**src/rtl/clock_pkg.sv**
```systemverilog
// Shared types and constants for the clock display block.
// Holds the conversion FSM states, the time-base constants and the
// active-low seven-segment patterns. The segment bit order is
// seg[0]=CA .. seg[6]=CG, and a 0 lights the segment.
package clock_pkg;

    typedef enum logic [2:0] {
        IDLE,
        DIV_H,
        DIV_M,
        SPLIT,
        LOAD
    } state_e;

    localparam int SECS_PER_HOUR = 3600;
    localparam int SECS_PER_MIN  = 60;
    localparam int DAY_SECS      = 86400;

    localparam logic [6:0] SEG_BLANK = 7'h7F;
    localparam logic [6:0] SEG_DASH  = 7'h3F;  // segment G only

    // Codes above 9 decode to a dark digit.
    function automatic logic [6:0] bcd_to_seg(input logic [3:0] d);
        case (d)
            4'd0:    return 7'h40;
            4'd1:    return 7'h79;
            4'd2:    return 7'h24;
            4'd3:    return 7'h30;
            4'd4:    return 7'h19;
            4'd5:    return 7'h12;
            4'd6:    return 7'h02;
            4'd7:    return 7'h78;
            4'd8:    return 7'h00;
            4'd9:    return 7'h10;
            default: return SEG_BLANK;
        endcase
    endfunction

endpackage

```
**src/rtl/clock_display_if.sv**
```systemverilog
// Signal bundle between the seconds counter / board pins and clock_display.
//   secs    : seconds since midnight (driven by the counter stage)
//   an      : digit enables, active-low, an[0] = rightmost digit
//   seg     : segments, active-low
//   dp      : decimal point, active-low
//   hms_bcd : {h_t,h_u,m_t,m_u,s_t,s_u}, last converted value
//   busy    : conversion in progress
interface clock_display_if #(
    parameter int SECS_W = 17
);
    logic [SECS_W-1:0] secs;
    logic [7:0]        an;
    logic [6:0]        seg;
    logic              dp;
    logic [23:0]       hms_bcd;
    logic              busy;

    modport master (output secs, input an, seg, dp, hms_bcd, busy);
    modport slave  (input secs, output an, seg, dp, hms_bcd, busy);
endinterface

```
**src/rtl/clock_display_seg_scan.sv**
```systemverilog
// Multiplexed 8-digit seven-segment scanner.
// Ports:
//   clk, reset : clock, asynchronous active-low reset
//   hms_bcd_i  : six BCD digits, digit 0 in the low nibble
//   err_i      : show dashes instead of the time
//   an_o       : digit enables, active-low
//   seg_o      : segments, active-low
//   dp_o       : decimal point, active-low (separators on digits 2 and 4)
// Each digit is held for SCAN_DIV clocks; digits 6 and 7 stay dark.
module seg_scan
    import clock_pkg::*;
#(
    parameter int SCAN_DIV = 100000
) (
    input  logic        clk,
    input  logic        reset,
    input  logic [23:0] hms_bcd_i,
    input  logic        err_i,
    output logic [7:0]  an_o,
    output logic [6:0]  seg_o,
    output logic        dp_o
);

    localparam int CNT_W = (SCAN_DIV > 1) ? $clog2(SCAN_DIV) : 1;
    localparam logic [CNT_W-1:0] CNT_MAX = CNT_W'(SCAN_DIV - 1);

    logic [CNT_W-1:0] cnt_q;
    logic [2:0]       idx_q;
    logic [3:0]       digit;
    logic [7:0]       an_d;
    logic [6:0]       seg_d;
    logic             dp_d;

    // NOTE: every always_comb output gets a default first so no path leaves
    // it unassigned, which would otherwise infer a latch.
    always_comb begin
        digit = 4'h0;
        an_d  = 8'hFF;
        seg_d = SEG_BLANK;
        dp_d  = 1'b1;
        case (idx_q)
            3'd0:    digit = hms_bcd_i[3:0];
            3'd1:    digit = hms_bcd_i[7:4];
            3'd2:    digit = hms_bcd_i[11:8];
            3'd3:    digit = hms_bcd_i[15:12];
            3'd4:    digit = hms_bcd_i[19:16];
            3'd5:    digit = hms_bcd_i[23:20];
            default: digit = 4'h0;
        endcase
        if (idx_q < 3'd6) begin
            an_d = ~(8'h01 << idx_q);
            if (err_i) begin
                seg_d = SEG_DASH;
            end else begin
                seg_d = bcd_to_seg(digit);
                dp_d  = !((idx_q == 3'd2) || (idx_q == 3'd4));
            end
        end
    end

    // an/seg/dp share one register stage so they switch on the same edge.
    // NOTE: sequential state uses non-blocking assignments so every register
    // samples pre-edge values regardless of statement order.
    always_ff @(posedge clk or negedge reset) begin
        if (!reset) begin
            cnt_q <= '0;
            idx_q <= '0;
            an_o  <= 8'hFF;
            seg_o <= SEG_BLANK;
            dp_o  <= 1'b1;
        end else begin
            if (cnt_q == CNT_MAX) begin
                cnt_q <= '0;
                idx_q <= idx_q + 3'd1;
            end else begin
                cnt_q <= cnt_q + 1'b1;
            end
            an_o  <= an_d;
            seg_o <= seg_d;
            dp_o  <= dp_d;
        end
    end

endmodule

```
**src/rtl/clock_display.sv**
```systemverilog
// Seconds-of-day to HH:MM:SS converter and display driver.
// Ports:
//   clk   : system clock, rising edge
//   reset : asynchronous active-low reset
//   bus   : clock_display_if slave (secs in; an/seg/dp/hms_bcd/busy out)
// A repeated-subtraction FSM divides secs by 3600 and 60, then splits each
// field into tens/units. hms_bcd and busy are registered one stage behind
// the FSM so they change together on the edge after LOAD.
module clock_display
    import clock_pkg::*;
#(
    parameter int SECS_W   = 17,
    parameter int SCAN_DIV = 100000,
    parameter int DAY_SECS = clock_pkg::DAY_SECS
) (
    input  logic            clk,
    input  logic            reset,
    clock_display_if.slave  bus
);

    localparam logic [SECS_W-1:0] HOUR      = SECS_W'(SECS_PER_HOUR);
    localparam logic [SECS_W-1:0] MIN       = SECS_W'(SECS_PER_MIN);
    localparam logic [SECS_W-1:0] DAY_LIMIT = SECS_W'(DAY_SECS);

    state_e            state_q, state_d;
    logic [SECS_W-1:0] captured_q, captured_d;
    logic [SECS_W-1:0] rem_q, rem_d;
    logic [4:0]        h_q, h_d;
    logic [5:0]        m_q, m_d;
    logic [5:0]        s_q, s_d;
    logic [2:0]        ht_q, ht_d, mt_q, mt_d, st_q, st_d;
    logic              err_q, err_d;
    logic              force_q, force_d;

    logic              busy_q, done_q, disp_err_q;
    logic [23:0]       hms_bcd_q;

    always_comb begin
        state_d    = state_q;
        captured_d = captured_q;
        rem_d      = rem_q;
        h_d        = h_q;
        m_d        = m_q;
        s_d        = s_q;
        ht_d       = ht_q;
        mt_d       = mt_q;
        st_d       = st_q;
        err_d      = err_q;
        force_d    = force_q;
        case (state_q)
            IDLE: begin
                // Changes on secs while busy are picked up here afterwards.
                if (force_q || (bus.secs != captured_q)) begin
                    captured_d = bus.secs;
                    rem_d      = bus.secs;
                    h_d        = '0;
                    m_d        = '0;
                    s_d        = '0;
                    ht_d       = '0;
                    mt_d       = '0;
                    st_d       = '0;
                    force_d    = 1'b0;
                    if (bus.secs >= DAY_LIMIT) begin
                        err_d   = 1'b1;
                        state_d = LOAD;
                    end else begin
                        err_d   = 1'b0;
                        state_d = DIV_H;
                    end
                end
            end
            DIV_H: begin
                if (rem_q >= HOUR) begin
                    rem_d = rem_q - HOUR;
                    h_d   = h_q + 5'd1;
                end else begin
                    state_d = DIV_M;
                end
            end
            DIV_M: begin
                if (rem_q >= MIN) begin
                    rem_d = rem_q - MIN;
                    m_d   = m_q + 6'd1;
                end else begin
                    s_d     = rem_q[5:0];
                    state_d = SPLIT;
                end
            end
            SPLIT: begin
                if (h_q >= 5'd10) begin
                    h_d  = h_q - 5'd10;
                    ht_d = ht_q + 3'd1;
                end
                if (m_q >= 6'd10) begin
                    m_d  = m_q - 6'd10;
                    mt_d = mt_q + 3'd1;
                end
                if (s_q >= 6'd10) begin
                    s_d  = s_q - 6'd10;
                    st_d = st_q + 3'd1;
                end
                if ((h_q < 5'd10) && (m_q < 6'd10) && (s_q < 6'd10))
                    state_d = LOAD;
            end
            LOAD:    state_d = IDLE;
            default: state_d = IDLE;
        endcase
    end

    always_ff @(posedge clk or negedge reset) begin
        if (!reset) begin
            state_q    <= IDLE;
            captured_q <= '0;
            rem_q      <= '0;
            h_q        <= '0;
            m_q        <= '0;
            s_q        <= '0;
            ht_q       <= '0;
            mt_q       <= '0;
            st_q       <= '0;
            err_q      <= 1'b0;
            force_q    <= 1'b1;  // convert whatever secs holds after reset
        end else begin
            state_q    <= state_d;
            captured_q <= captured_d;
            rem_q      <= rem_d;
            h_q        <= h_d;
            m_q        <= m_d;
            s_q        <= s_d;
            ht_q       <= ht_d;
            mt_q       <= mt_d;
            st_q       <= st_d;
            err_q      <= err_d;
            force_q    <= force_d;
        end
    end

    // Output stage: done_q marks the edge after LOAD. An out-of-range value
    // keeps the previous hms_bcd and only switches the display to dashes.
    always_ff @(posedge clk or negedge reset) begin
        if (!reset) begin
            busy_q     <= 1'b0;
            done_q     <= 1'b0;
            disp_err_q <= 1'b0;
            hms_bcd_q  <= '0;
        end else begin
            busy_q <= (state_q != IDLE);
            done_q <= (state_q == LOAD);
            if (done_q) begin
                if (err_q) begin
                    disp_err_q <= 1'b1;
                end else begin
                    disp_err_q <= 1'b0;
                    hms_bcd_q  <= {1'b0, ht_q, h_q[3:0],
                                   1'b0, mt_q, m_q[3:0],
                                   1'b0, st_q, s_q[3:0]};
                end
            end
        end
    end

    assign bus.busy    = busy_q;
    assign bus.hms_bcd = hms_bcd_q;

    seg_scan #(
        .SCAN_DIV (SCAN_DIV)
    ) u_scan (
        .clk       (clk),
        .reset     (reset),
        .hms_bcd_i (hms_bcd_q),
        .err_i     (disp_err_q),
        .an_o      (bus.an),
        .seg_o     (bus.seg),
        .dp_o      (bus.dp)
    );

endmodule

```
**src/flat_wrapper.sv**
```systemverilog
// flat-port wrapper written by rule: the top's interface ports become plain ports
module clock_display_flat import clock_pkg::*;
#(
    parameter int SECS_W   = 17,
    parameter int SCAN_DIV = 100000,
    parameter int DAY_SECS = clock_pkg::DAY_SECS
)
  (clk, reset, bus_secs, bus_an, bus_seg, bus_dp, bus_hms_bcd, bus_busy);
  clock_display_if #(.SECS_W(SECS_W)) bus_i ();
  input  logic clk;
  input  logic reset;
  input wire logic [$bits(bus_i.secs)-1:0] bus_secs;
  output wire logic [$bits(bus_i.an)-1:0] bus_an;
  output wire logic [$bits(bus_i.seg)-1:0] bus_seg;
  output wire logic [$bits(bus_i.dp)-1:0] bus_dp;
  output wire logic [$bits(bus_i.hms_bcd)-1:0] bus_hms_bcd;
  output wire logic [$bits(bus_i.busy)-1:0] bus_busy;
  assign bus_i.secs = bus_secs;
  assign bus_an = bus_i.an;
  assign bus_seg = bus_i.seg;
  assign bus_dp = bus_i.dp;
  assign bus_hms_bcd = bus_i.hms_bcd;
  assign bus_busy = bus_i.busy;
  clock_display #(.SECS_W(SECS_W), .SCAN_DIV(SCAN_DIV), .DAY_SECS(DAY_SECS)) u_core (.clk(clk), .reset(reset), .bus(bus_i));
endmodule
```
**config.mk**
```make
export PLATFORM = sky130hd
export DESIGN_NAME = clock_display_flat
export DESIGN_NICKNAME = d
export VERILOG_FILES = /design/src/rtl/clock_pkg.sv /design/src/rtl/clock_display_if.sv /design/src/rtl/clock_display_seg_scan.sv /design/src/rtl/clock_display.sv /design/src/flat_wrapper.sv
export SDC_FILE = /design/constraint.sdc
export NUM_CORES = 1
export LEC_CHECK = 0
export ABC_CLOCK_PERIOD_IN_PS = 3950
export CAP_MARGIN = 20
export CORE_UTILIZATION = 60
export CTS_BUF_LIST = sky130_fd_sc_hd__clkbuf_8 sky130_fd_sc_hd__clkbuf_16
export DETAILED_ROUTE_END_ITERATION = 12
export GPL_TIMING_DRIVEN = 0
export MAX_ROUTING_LAYER = met4
export PLACE_DENSITY_LB_ADDON = 0.12
export SLEW_MARGIN = 5
export SYNTH_ARGS = -nofsm -noshare
export SYNTH_HDL_FRONTEND = slang
export SYNTH_SLANG_ARGS = --single-unit
```
**constraint.sdc**
```tcl
create_clock -name clk -period 3.95 [get_ports clk]
set_input_delay 0.5925 -clock clk [delete_from_list [all_inputs] [get_ports clk]]
set_output_delay 0.5925 -clock clk [all_outputs]
set_load 0.05 [all_outputs]
```
Yosys cells after proc, flatten, opt, wreduce, memory -nomap -nowiden
Memories as Yosys holds them, arrays and structs flattened.
Cells that the tools add are included.
Widths: inputs -> output; s select.
- bits in registers: 125
- bits in latches: 0
- memory bits (writable): 0
- memory bits (read-only): 112
- bits of input ports: 19
- output and inout bits: 41
- word-level logic and storage cells: 125
- memories kept: 1
- add/sub/neg operators: 12
- multiply operators: 0
- divide/modulo/power cells: 0
- $lt $le $gt $ge: 10
- equal/unequal tests: 20
- shifts and indexed selects: 1
- multiplexer cells: 37
- bitwise operators: 2
- reductions and logical operators: 22
- memory list (name ; depth ; bits a word ; rd ports ; clocked after Yosys merged registers in ; write ports ; RTL line ; RTL):
    (name not given) ; 16 ; 7 ; 1 ; 0 ; 0 ; clock_pkg.sv:24 ; case (d)
- operator list (cell ; count):
    $mux 17 ; 4
    $pmux 17 s3 ; 1
    $pmux 6 s3 ; 2
    $mux 6 ; 5
    $mux 3 ; 9
    $pmux 4 s6 ; 1
    $reduce_and 4->1 ; 5
    $pmux 3 s2 ; 3
    $add 17x1->17 const B ; 1
    $eq 17x17->1 const B ; 1
    $ge 17x12->1 const B ; 1
    $ge 17x17->1 const B ; 1
    $ge 17x6->1 const B ; 1
    $ne 17x17->1 ; 1
    $sub 17x12->17 const B ; 1
    $sub 17x6->17 const B ; 1
    $mux 5 ; 3
    $pmux 5 s3 ; 1
    $mux 7 ; 2
    $ne 2x1->1 const B ; 7
    $add 3x1->3 const B ; 4
    $eq 3x2->1 const B ; 4
    $ge 6x4->1 const B ; 2
    $lt 6x4->1 const B ; 2
    other kinds (24) ; 41

Logic depth before layout (Yosys ltp)
Gate-level depths: netlist of the first run.
- word-level depth: 5
- depth in mapped cells: 11
- gate-level depth less buffers: 10

By module
A second synthesis of the first run with hierarchy kept.
- cell total of the unflattened synthesis: 698
- area, all modules: 7125.6 µm²
- modules (own cells, without submodules) (module ; times used ; cells each ; area each (µm²) ; seq. area each (µm²)):
    clock_display ; 1 ; 530 ; 5255.0 ; 2228.4
    seg_scan ; 1 ; 168 ; 1870.5 ; 920.9

Least setup slack after synthesis of the first run
OpenSTA, ideal clock, no wires.
- path kind: input to register
- start: input port bus_secs[0]
- end: register u_core.captured_q[10]
- setup time: 0.125 ns
- arrival time: 2.252 ns
- required time: 3.825 ns
- path slack: 1.573 ns
- stages on the path: 6
- buffers on the path: 1
- cell sequence: xor2_1 nor4_1 nand4_1 o21bai_2 clkbuf_1 mux2_2
- longest elaborated chain between the ends: 3
- ends and longest elaborated chain (what ; RTL line ; RTL):
    start: declaration ; flat_wrapper.sv:12 ; input wire logic [$bits(bus_i.secs)-1:0] bus_secs;
    $ne 17x17->1 ; clock_display.sv:53 ; if (force_q || (bus.secs != captured_q)) begin
    $logic_or 1x1->1 ; clock_display.sv:53 ;
    $reduce_and 2->1 (no source line) ; n/a ;
    end signal: assignment ; clock_display.sv:125 ; captured_q <= captured_d;
    end: declaration ; clock_display.sv:26 ; logic [SECS_W-1:0] captured_q, captured_d;
No other way between the ends.
A chain may end at the register's enable or synchronous reset.

Final worst setup path of the first run
- start: input port bus_secs[9]
- end: register u_core.captured_q[10]
The elaborated chain is that of the path after synthesis.

==> results of run 1 <==
## sequential cells by signal (all words and copies together) (netlist names)
| register | cells |
|---|---|
| u_core.m_q | 6 |
| u_core.s_q | 6 |
| u_core.bus.busy | 1 |
| u_core.u_scan.idx_q | 3 |
| u_core.ht_q | 3 |
| u_core.force_q | 1 |
| u_core.captured_q | 17 |
| u_core.rem_q | 17 |
| u_core.mt_q | 3 |
| u_core.disp_err_q | 1 |
| u_core.u_scan.an_o | 7 |
| u_core.u_scan.dp_o | 1 |
| u_core.u_scan.seg_o | 7 |
| u_core.state_q | 3 |
| u_core.st_q | 3 |
| u_core.done_q | 1 |
| u_core.bus.hms_bcd | 21 |
| u_core.u_scan.cnt_q | 17 |
| u_core.h_q | 5 |
| u_core.err_q | 1 |
## synth_stat cells, drive strengths merged, types with 3 or more instances
master	count
dfrtp	108
nand2	65
o21ai	63
nor2	41
a21oi	37
mux2	35
inv	33
ha	28
xor2	26
nand3	22
clkbuf	20
nor3	18
xnor2	17
buf	16
dfstp	16
o22ai	14
nor4	9
o31ai	9
a221oi	8
a22o	8
a21o	7
a22oi	7
and3	7
a31oi	6
nand2b	6
o211ai	6
o21a	6
a211oi	5
nand4	5
or2	5
or3	5
mux2i	4
nor2b	4
o32ai	4
or4b	3
## path summary, 6_finish.rpt
kind	startpoint	end	slack [ps]	cells after the start
setup / recovery	bus_secs[9]	u_core.captured_q[10]	830	7
hold / removal	reset	u_core.u_scan.cnt_q[9]	30	1
setup reg to reg	u_core.state_q[1]	u_core.rem_q[14]	1180	7
hold reg to reg	u_core.u_scan.cnt_q[4]	u_core.u_scan.cnt_q[4]	490	1
max in group asynchronous	reset	u_core.u_scan.an_o[7]	3150	2
min in group clk	u_core.u_scan.cnt_q[4]	u_core.u_scan.cnt_q[4]	490	1
## critical path, delay by kind of cell
family	cells	cell delay [ps]
buffers and inverters	2	950
AND/OR/NAND/NOR	2	750
multiplexers	1	390
XOR/XNOR	1	220
AO/OA/AOI/OAI	1	540
## power by group through the flow
| stage | clock (W) | combinational (W) | sequential (W) |
|---|---|---|---|
| floorplan | 0 | 0.00190 | 0.00218 |
| global placement | 0 | 0.00282 | 0.00198 |
| detailed placement | 0 | 0.00290 | 0.00200 |
| CTS | 0.00156 | 0.00292 | 0.00198 |
| global route | 0.00162 | 0.00322 | 0.00203 |
| finish | 0.00156 | 0.00296 | 0.00199 |
## per-stage QoR
stage          utilization [%]  power, W  area (µm²)
6_report                 75.10  0.006507        8284
4_1_cts                  75.10  0.006459        8284
3_3_place_gp             69.54  0.004793        7671
3_5_place_dp             69.80  0.004895        7700
5_1_grt                  75.10  0.006868        8284
2_1_floorplan                -  0.004074        6935
## area by class of cell
type	instances	share of cell area [%]
multi-input combinational	515	42.47
sequential	124	37.70
timing repair buffer	57	7.114
clock buffer	18	5.301
tap	140	2.114
buffer	36	2.054
clock inverter	14	1.752
inverter	33	1.495
## logic make-up (layout without fill, tap and decap cells)
family                   Yosys count  after routing
multiplexers                      39             39
flip-flops                       124            124
buffers and inverters             69            158
AND/OR/NAND/NOR                  200            200
XOR/XNOR                          43             43
other                              2              4
adder cells (fa/ha/maj)           28             28
AO/OA/AOI/OAI                    201            201
## per-layer routing
layer	share of wire, %	track usage [%]	up-vias
met4	2.6	14.38	0
li1	-	-	2704
met1	42	42.07	2942
met5	0	-	-
met3	7.3	7.350	52
met2	48	53.32	290
==> results.md, run 1 <==
* Outcome: complete, no violations
* Synth Area in Compound Gates at 19.34%
* Die W at 109.5 µm
* FILL cells at 818
* Ys async rst share at 100.0%
* Post-DR vias/cell at 6.391
* Dpl ws at 435.2 ps
* Gate power share at 45.5%
* Initial core utilization at 62.81%
* RSZ-0062 raised after global routing: false
* Final RePlAce weighted congestion at 0.9239
* CTS sink cnt at 124
* Slew @ Worst Pin at 974.5 ps
* Synth Area in Simple Gates at 14.30%
* Final worst slack at 826.9 ps
* Mapped Cells at 706
* Post-DP HPWL at 13010 µm
* Main combinational cell family by area after synthesis: compound AO/OA/AOI/OAI gates
* Static Leakage at 3.581 nW
* PostCTS Resize Cnt at 0
* Drt initial violations at 620
* Die Footprint at 0.01198 mm²
* CTS Buf Count at 17
* CP required at 4260 ps
* H-tree lvl count at 4
* PwrDens at 785.4 mW/mm²
* Hold slack at 29.98 ps
* Register area at 0.003123 mm²
* DR DRC count at 0
* Synth Area in Adders at 5.057%
* #FFs+latches synth at 124
* Mux cell area share after synthesis at 6.429%
* Area leader, netlist: dfrtp_1
* Cts hold-fix bufs at 0
* Peak Freq at 320.2 MHz
* Core box area at 0.01103 mm²
* Most common cell after layout, fill and taps aside: dfrtp_1
* Dpl cells at 905
* Worst VDD drop at 550.3 µV
* GRT Total Usage at 33.76%
* Count of final setup violators at 0
* Final #Nets at 831
* Sequential fraction of the synthesis area at 45.08%
* Antenna violations before repair at 0
* Synth Area in XOR/XNOR at 5.436%
* Layout cells sized above 1 at 14.30%
* Total vias in the final route at 5988
* Warnings from Yosys at 0
* Post-synth EDFFs at 0
* Synth Cell Area at 0.006928 mm²
* 1st-pass router iterations at 5
* Remaining Overflow, GRT at 0
* Ys flop type: dfrtp_1
* # IOs at 60
* Area delta synth->final at 19.58%
* Yosys top cell area share at 39.01%
* Synth top area cells: dfrtp_1 (39%), dfstp_2 (6.1%), ha_1 (5.1%)
* CP cell instances: clkdlybuf4s50_1, xor2_1, nor4_1, nand4_1, o21bai_2, clkbuf_1, mux2_2
* CP endpoint kind: flip-flop
* Skew final at 6.230 ps
* Die Height at 109.5 µm
* Number of global-route vias before repair at 5875
* Min-delay worst type: in2async
* Max-slew violations at 0
* Final ANT Viol Nets at 0
* Shortest period the worst path allows at 3123 ps
* Final Hold Fails at 0
* Most frequent cells in the layout: dfrtp_1 (108), nand2_1 (65), clkdlybuf4s50_1 (55), o21ai_0 (53), nor2_1 (41)
* Slew HR at 34.53%
* WP data arrival at 3440 ps
* P_int at 0.003731 W
* I/O Buffers at 56
* CTS tree: yes
* Setup tns final at 0 ps
* Setup bufs post-CTS at 0
* Fin cells at 937
* Routed Wire Length at 18400 µm
* Switching pwr at 0.002776 W
* CP Class: in2reg
* Sequential cell fraction of total power at 30.6%
* Crit path largest cell delay at 540 ps
* Worst skew pair latency at 420 ps
* Mean routed wirelength per cell at 19.64 µm
* Largest fanout on the critical path at 10
* Distinct cells, synth at 74
* Slowest CP cell: o21bai_2
* Clk root buf: clkbuf_16
* Avg Cell Area, Syn at 9.813 µm²
* Sw Ratio at 42.66%
* Power share of the clock group at 23.9%
* Startpoint Class: input pin
* Max cap viols at 0
* Part of the cycle the worst path needs at 79.06%
* Area of the multi-input gates at 0.003518 mm²
* CTS max path bufs at 2
* Clock transition at the registers of the reported paths at 60 ps
* First-pass GRT wire length at 29350 µm
* FP Rows at 38
* # diodes at 0
* Largest net degree at the start of global routing at 96
Power figures use the tool's default switching activity.
==> run 2: changes to the inputs <==
--- a/config.mk
+++ b/config.mk
@@ -5,9 +5,9 @@
 export SDC_FILE = /design/constraint.sdc
 export NUM_CORES = 1
 export LEC_CHECK = 0
-export ABC_CLOCK_PERIOD_IN_PS = 3950
+export ABC_CLOCK_PERIOD_IN_PS = 2600
 export CAP_MARGIN = 20
-export CORE_UTILIZATION = 60
+export CORE_UTILIZATION = 53
 export CTS_BUF_LIST = sky130_fd_sc_hd__clkbuf_8 sky130_fd_sc_hd__clkbuf_16
 export DETAILED_ROUTE_END_ITERATION = 12
 export GPL_TIMING_DRIVEN = 0
==> constraint.sdc (replaced) <==
create_clock -name clk -period 2.6 [get_ports clk]
set_input_delay 0.39 -clock clk [delete_from_list [all_inputs] [get_ports clk]]
set_output_delay 0.39 -clock clk [all_outputs]
set_load 0.05 [all_outputs]
==> results.md, run 2 (synthesis results as in run 1) <==
* Die Footprint at 0.01353 mm² (+13%)
* WP data arrival at 2840 ps (-600 ps)
* Power share of the clock group at 24.4% (+0.5 points)
* CTS tree: yes
* Max-slew violations at 0 (unchanged)
* CTS sink cnt at 124 (unchanged)
* DR DRC count at 0 (unchanged)
* CTS max path bufs at 2 (unchanged)
* Number of global-route vias before repair at 5670 (-3.5%)
* Most common cell after layout, fill and taps aside: dfrtp_1
* FP Rows at 41 (+7.9%)
* Worst VDD drop at 803.3 µV (+46%)
* Startpoint Class: flip-flop
* Die Height at 116.3 µm (+6.3%)
* CTS Buf Count at 17 (unchanged)
* Shortest period the worst path allows at 2535 ps
* CP required at 2900 ps (-1360 ps)
* Part of the cycle the worst path needs at 97.50%
* Dpl cells at 937 (+3.5%)
* Skew final at 9.441 ps (+3.212 ps)
* I/O Buffers at 56 (unchanged)
* Routed met1 length at 7947 µm (+3.7%)
* Final Hold Fails at 0 (unchanged)
* CP endpoint kind: flip-flop
* Switching pwr at 0.004216 W (+52%)
* Post-DR vias/cell at 5.994 (-6.2%)
* Total vias in the final route at 5838 (-2.5%)
* Clk root buf: clkbuf_16
* Antenna violations before repair at 0 (unchanged)
* Peak Freq at 394.5 MHz
* Gate power share at 45.4% (about the same)
* Outcome: complete, no violations
* Final #Nets at 836 (+0.60%)
* Routed Wire Length at 17540 µm (-4.7%)
* Fin cells at 974 (+3.9%)
* # IOs at 60 (unchanged)
* Clock transition at the registers of the reported paths at 60 ps (about the same)
* Min-delay worst type: in2async
* Hold slack at 421.1 ps (+391.1 ps)
* DR WL met2 at 8332 µm (-6.6%)
* CP Class: reg2reg
* PwrDens at 1183 mW/mm² (+51%)
* GRT Total Usage at 28.98% (-4.8 points)
* P_int at 0.005807 W (+56%)
* Largest fanout on the critical path at 6 (-4)
* Area delta synth->final at 22.32%
* Final worst slack at 64.96 ps (-762.0 ps)
* Dpl ws at -768.2 ps (-1203 ps)
* Final RePlAce weighted congestion at 0.9142 (-1.0%)
* Max reg flops at 21 (unchanged)
* RSZ-0062 raised after global routing: true
* 1st-pass router iterations at 6 (+1)
* Mean routed wirelength per cell at 18.01 µm (-8.3%)
* First-pass GRT wire length at 28840 µm (-1.7%)
* Layout cells sized above 1 at 16.46% (+2.2 points)
* Max cap viols at 0 (unchanged)
* Top sig layer: met4
* Final ANT Viol Nets at 0 (unchanged)
* Slew HR at 55.77% (+21 points)
* Met3 wire len at 971 µm (-28%)
* Core box area at 0.01267 mm² (+15%)
* Most frequent cells in the layout: dfrtp_1 (107), nand2_1 (65), clkdlybuf4s50_1 (55), o21ai_0 (53), nor2_1 (41)
* # diodes at 0 (unchanged)
* Sw Ratio at 42.06% (-0.60 points)
* Worst skew pair latency at 420 ps (about the same)
* Pwr Total at 0.01002 W (+54%)
* Path depth of the worst reg2reg path at 6 (-1)
* Static Leakage at 3.647 nW (+1.8%)
* Remaining Overflow, GRT at 0 (unchanged)
* Die W at 116.3 µm (+6.3%)
* Sequential cell fraction of total power at 30.2% (-0.4 points)
* Post-DP HPWL at 12720 µm (-2.2%)
* Largest net degree at the start of global routing at 93 (-3.1%)
* Slew @ Worst Pin at 657.4 ps (-317.1 ps)
* Initial core utilization at 54.68% (-8.1 points)
* Count of final setup violators at 0 (unchanged)
* H-tree lvl count at 4 (unchanged)
* Drt initial violations at 547 (-12%)
-- run 2: cell count changes in the layout (fill, tap and decap cells not counted), moves of 2 or more --
cell      before  now
ha_2           0    2
buf_4          4    9
ha_1          28   26
clkbuf_2       0    3
nor3_4         0    2
clkbuf_1      20   16
clkinv_2       3    1
-- run 2: routing by layer --
layer  vias up  global-route usage, %
li1       2724                      -
met1      2875                  37.65
met2       208                  44.42
met3        31                  6.383
met4         0                  10.85
met5         -                      -
-- run 2: repair_timing --
item,4_1_cts,5_1_grt
pin swaps,2,1
setup endpoints to repair,36,30
buffers inserted,4,1
hold buffers,1,0
resized for setup,3,17
hold endpoints to repair,17,0
-- run 2: final cells by class --
class / count / area [µm²]
fillers: 1026 / 4197
inverters: 33 / 123.9
multi-input cells: 515 / 3590
clock inverters: 15 / 188.9
flip-flops and latches: 124 / 3124
well taps: 172 / 215.2
clock buffers: 17 / 425.4
repair buffers: 63 / 636.9
plain buffers: 35 / 170.2
-- run 2: path summary, 6_finish.rpt --
path                                   from                      to  slack (ps)
max reg2reg                u_core.rem_q[14]           u_core.s_q[5]          60
min reg2reg                  u_core.force_q          u_core.force_q         490
max in group asynchronous             reset          u_core.force_q        1450
max                        u_core.rem_q[14]           u_core.s_q[5]          60
min in group clk             u_core.force_q          u_core.force_q         490
min                                   reset  u_core.u_scan.cnt_q[2]         420
-- run 2: power groups by stage --
stage,Combinational [W],Sequential (W),Clock (W)
after floorplan,0.00288,0.00331,0
after global placement,0.00430,0.00301,0
after detailed placement,0.00440,0.00303,0
after CTS,0.00445,0.00301,0.00248
after global routing,0.00498,0.00310,0.00258
final,0.00455,0.00303,0.00245
-- run 2: through the flow --
stage / cell area [µm²] / util [%] / setup TNS, ps
finish: 8474 / 66.88 / 0
global route: 8474 / 66.88 / -425.3
CTS: 8413 / 66.40 / 0
detailed placement: 7740 / 61.08 / -29020
global placement: 7711 / 60.86 / -446750
floorplan: 6935 / - / 0
-- run 2: worst max-delay path, stage by stage, from the launching register on --
cell,delay (ps)
dfrtp_1,460
or4_4,600
a211oi_4,310
a21oi_2,90
or3_4,360
a22oi_4,270
mux2_4,330
==> run 3: changes to the inputs <==
--- a/config.mk
+++ b/config.mk
@@ -16,4 +16,5 @@
 export SLEW_MARGIN = 5
 export SYNTH_ARGS = -nofsm -noshare
 export SYNTH_HDL_FRONTEND = slang
+export SYNTH_HIERARCHICAL = 1
 export SYNTH_SLANG_ARGS = --single-unit
==> results.md, run 3 <==
* Reg2reg start: u_core/rem_q[5]
* FP Rows at 41 (unchanged)
* Reg2Reg Setup Slack at 80 ps (about the same)
* Crit path largest cell delay at 570 ps (-30 ps)
* Warnings from Yosys at 6 (+6)
* 1st-pass router iterations at 5 (-1)
* Total vias in the final route at 5896 (+0.99%)
* Synth Area in Simple Gates at 15.29% (+0.99 points)
* H-tree lvl count at 4 (unchanged)
* Final RePlAce weighted congestion at 0.8998 (-1.6%)
* Min-delay worst type: in2async
* Synth Area in Compound Gates at 19.07% (-0.27 points)
* Drt initial violations at 673 (+23%)
* Final ANT Viol Nets at 0 (unchanged)
* Post-synth EDFFs at 0 (unchanged)
* RSZ-0062 raised after global routing: false
* Shortest period the worst path allows at 2521 ps (-14.15 ps)
* Critical Path Sink: u_core/h_q[3]
* DR DRC count at 0 (unchanged)
* CTS tree: yes
* Post-DP HPWL at 12880 µm (+1.3%)
* Slew @ Worst Pin at 699.7 ps (+42.24 ps)
* Antenna violations before repair at 0 (unchanged)
* Synth cell count leaders: dfrtp_1 (108), nand2_1 (61), o21ai_0 (41), mux2_2 (39), nor2_1 (34)
* Max reg flops at 21 (unchanged)
* Area delta synth->final at 19.32%
* Synth Area in Adders at 5.092% (+0.035 points)
* Count of final setup violators at 0 (unchanged)
* CP endpoint kind: flip-flop
* Dpl ws at -415.5 ps (+352.7 ps)
* Max cap viols at 0 (unchanged)
* Post-DR vias/cell at 6.104 (+1.8%)
* Placed cell area at 0.007949 mm² (+2.7%)
* CP Class: reg2reg
* Fin cells at 966 (-0.82%)
* Core box area at 0.01288 mm² (+1.6%)
* Path depth of the worst reg2reg path at 8 (+2)
* Mean routed wirelength per cell at 18.55 µm (+3.0%)
* Ys async rst share at 100.0% (unchanged)
* Clock transition at the registers of the reported paths at 50 ps (about the same)
* Clk root buf: clkbuf_16
* Most common cell in the netlist: dfrtp_1
* Core Util, Final at 66.03% (-0.85 points)
* GRT Total Usage at 27.65% (-1.3 points)
* Final worst slack at 79.11 ps (+14.15 ps)
* Distinct cells, synth at 87 (+18%)
* PwrDens at 647.2 mW/mm² (-45%)
* CTS sink cnt at 125 (+0.81%)
* Die Footprint at 0.01391 mm² (+2.8%)
* Mapped Cells at 698 (-1.1%)
* Reg-to-reg endpoint: u_core/h_q[3]
* Remaining Overflow, GRT at 0 (unchanged)
* Buffer and inverter count on the worst path at 1 (+1)
* Number of global-route vias before repair at 5860 (+3.4%)
* CP cell instances: inv_1, ha_1, nand4bb_1, a31oi_1, nor3_1, a221oi_1, nor2b_1, o221ai_1
* Part of the cycle the worst path needs at 96.96% (-0.54 points)
* First-pass GRT wire length at 29540 µm (+2.4%)
* Ys flop type: dfrtp_1
* CP required at 2920 ps (+20 ps)
* CTS max path bufs at 2 (unchanged)
* Initial core utilization at 55.34% (+0.66 points)
* Layout cells sized above 1 at 16.25% (-0.21 points)
* Final Hold Fails at 0 (unchanged)
* Dpl cells at 932 (-0.53%)
* Slew HR at 53.00% (-2.8 points)
* # diodes at 0 (unchanged)
* Skew final at 9.291 ps (-0.1505 ps)
* Die Height at 118.0 µm (+1.4%)
* CTS Buf Count at 17 (unchanged)
* Most frequent cells in the layout: dfrtp_1 (107), nand2_1 (61), clkdlybuf4s50_1 (55), inv_1 (44), o21ai_0 (41)
* Worst skew pair latency at 420 ps (about the same)
* Routed Wire Length at 17920 µm (+2.2%)
* Outcome: complete, no violations
* CP Launch Point: u_core/rem_q[5]
* Synth Cell Area at 0.007126 mm² (+2.9%)
* Crit-path leading delay family: simple AND/OR/NAND/NOR gates
* Static Leakage at 3.727 nW (+2.2%)
* #FFs+latches synth at 125 (+0.81%)
* Sequential fraction of the synthesis area at 44.20% (-0.88 points)
* I/O Buffers at 56 (unchanged)
* Worst VDD drop at 472.4 µV (-41%)
* Fin area at 0.008502 mm² (+0.32%)
* Avg Cell Area, Syn at 10.21 µm² (+4.0%)
* Startpoint Class: flip-flop
* Yosys top cell area share at 37.93% (-1.1 points)
* # IOs at 60 (unchanged)
* Slowest CP cell: nor3_1
* Synth top area cells: dfrtp_1 (38%), dfstp_2 (6.3%), mux2_2 (6.2%)
* Area leader, netlist: dfrtp_1
* Largest net degree at the start of global routing at 88 (-5.4%)
* Mux cell area share after synthesis at 7.287% (+0.86 points)
* Critical path depth at 8 (+2)
* Largest fanout on the critical path at 7 (+1)
* Max-slew violations at 0 (unchanged)
* Synth Area in XOR/XNOR at 4.302% (-1.1 points)
* Die W at 118.0 µm (+1.4%)
* Peak Freq at 396.7 MHz (+0.56%)
* WP data arrival at 2840 ps (about the same)
* Final #Nets at 829 (-0.84%)
* FILL cells at 998 (-2.7%)
* Main combinational cell family by area after synthesis: compound AO/OA/AOI/OAI gates
* Most common cell after layout, fill and taps aside: dfrtp_1
==> run 3: changes by cell type after synthesis, sizes merged, moves of 5 or more <==
cell,before,now
a22o,8,3
a21oi,37,30
and2,2,8
o21ai,63,48
nor2b,4,9
a221oi,8,2
o31ai,9,16
buf,16,24
clkbuf,20,11
xor2,26,18
==> run 3: power breakdown <==
part	internal [W]	switching, W	leakage (nW)
combinational	0.000520	0.000860	1.90
clock	0.00122	0.000800	0.287
sequential	0.00204	0.0000593	1.54
==> run 3: routing by layer <==
| metal | wire length (µm) | share of wire, % | global-route usage, % |
|---|---|---|---|
| met1 | 7671 | 43 | 34.01 |
| met2 | 8826 | 49 | 44.01 |
| met3 | 1048 | 5.8 | 5.862 |
| met4 | 377 | 2.1 | 11.94 |
| met5 | 0 | 0 | - |
==> run 3: final cells by class <==
class	count	area (µm²)	share of cell area (%)
Timing Repair Buffer	59	606.8	7.138
Multi-Input combinational cell	509	3684	43.33
Tap cell	172	215.2	2.531
Clock buffer	19	452.9	5.327
Clock inverter	13	53.80	0.6328
Inverter	34	127.6	1.501
Sequential cell	125	3151	37.06
Buffer	35	211.5	2.487
==> run 3: worst min path at each step <==
stage / start / endpoint / slack, ps
2_1_floorplan: reset / u_core/bus.busy / 90
3_3_place_gp: u_core/u_scan/cnt_q[0] / u_core/u_scan/cnt_q[0] / 460
3_5_place_dp: reset / u_core/u_scan/cnt_q[11] / 320
4_1_cts: reset / u_core/u_scan/cnt_q[12] / 450
5_1_grt: reset / u_core/u_scan/cnt_q[12] / 470
6_report: reset / u_core/u_scan/cnt_q[11] / 450
==> run 3: worst register-to-register path, delay by kind of cell (launching register included) <==
kind | cells | cell delay [ps]
AND/OR/NAND/NOR | 3 | 900
AO/OA/AOI/OAI | 3 | 610
flip-flops | 1 | 540
buffers and inverters | 1 | 170
adder cells (fa/ha/maj) | 1 | 210
==> run 3: kinds of logic (layout without fill, tap and decap cells) <==
logic type / after synthesis / count (layout)
AND/OR/NAND/NOR: 205 / 205
AO/OA/AOI/OAI: 187 / 187
flip-flops: 125 / 125
buffers and inverters: 69 / 160
multiplexers: 47 / 47
XOR/XNOR: 35 / 35
adder cells (fa/ha/maj): 29 / 29
other: 1 / 6
==> run 3: timing repair <==
item / CTS / global route
setup buffers: 0 / 1
resized for setup: 4 / 3
pin swaps: 0 / 1
hold endpoints to repair: 38 / 0
endpoints found under the setup margin: 7 / 11
hold buffers: 1 / 0
==> run 3: through the flow <==
step / hold slack (ps) / TNS, ps / power, W
2_1_floorplan: 94.41 / 0 / 0.003081
3_3_place_gp: 461.9 / -436280 / 0.003430
3_5_place_dp: 322.4 / -12000 / 0.003477
4_1_cts: 445.3 / 0 / 0.005524
5_1_grt: 469.4 / 0 / 0.005760
6_report: 445.8 / 0 / 0.005503
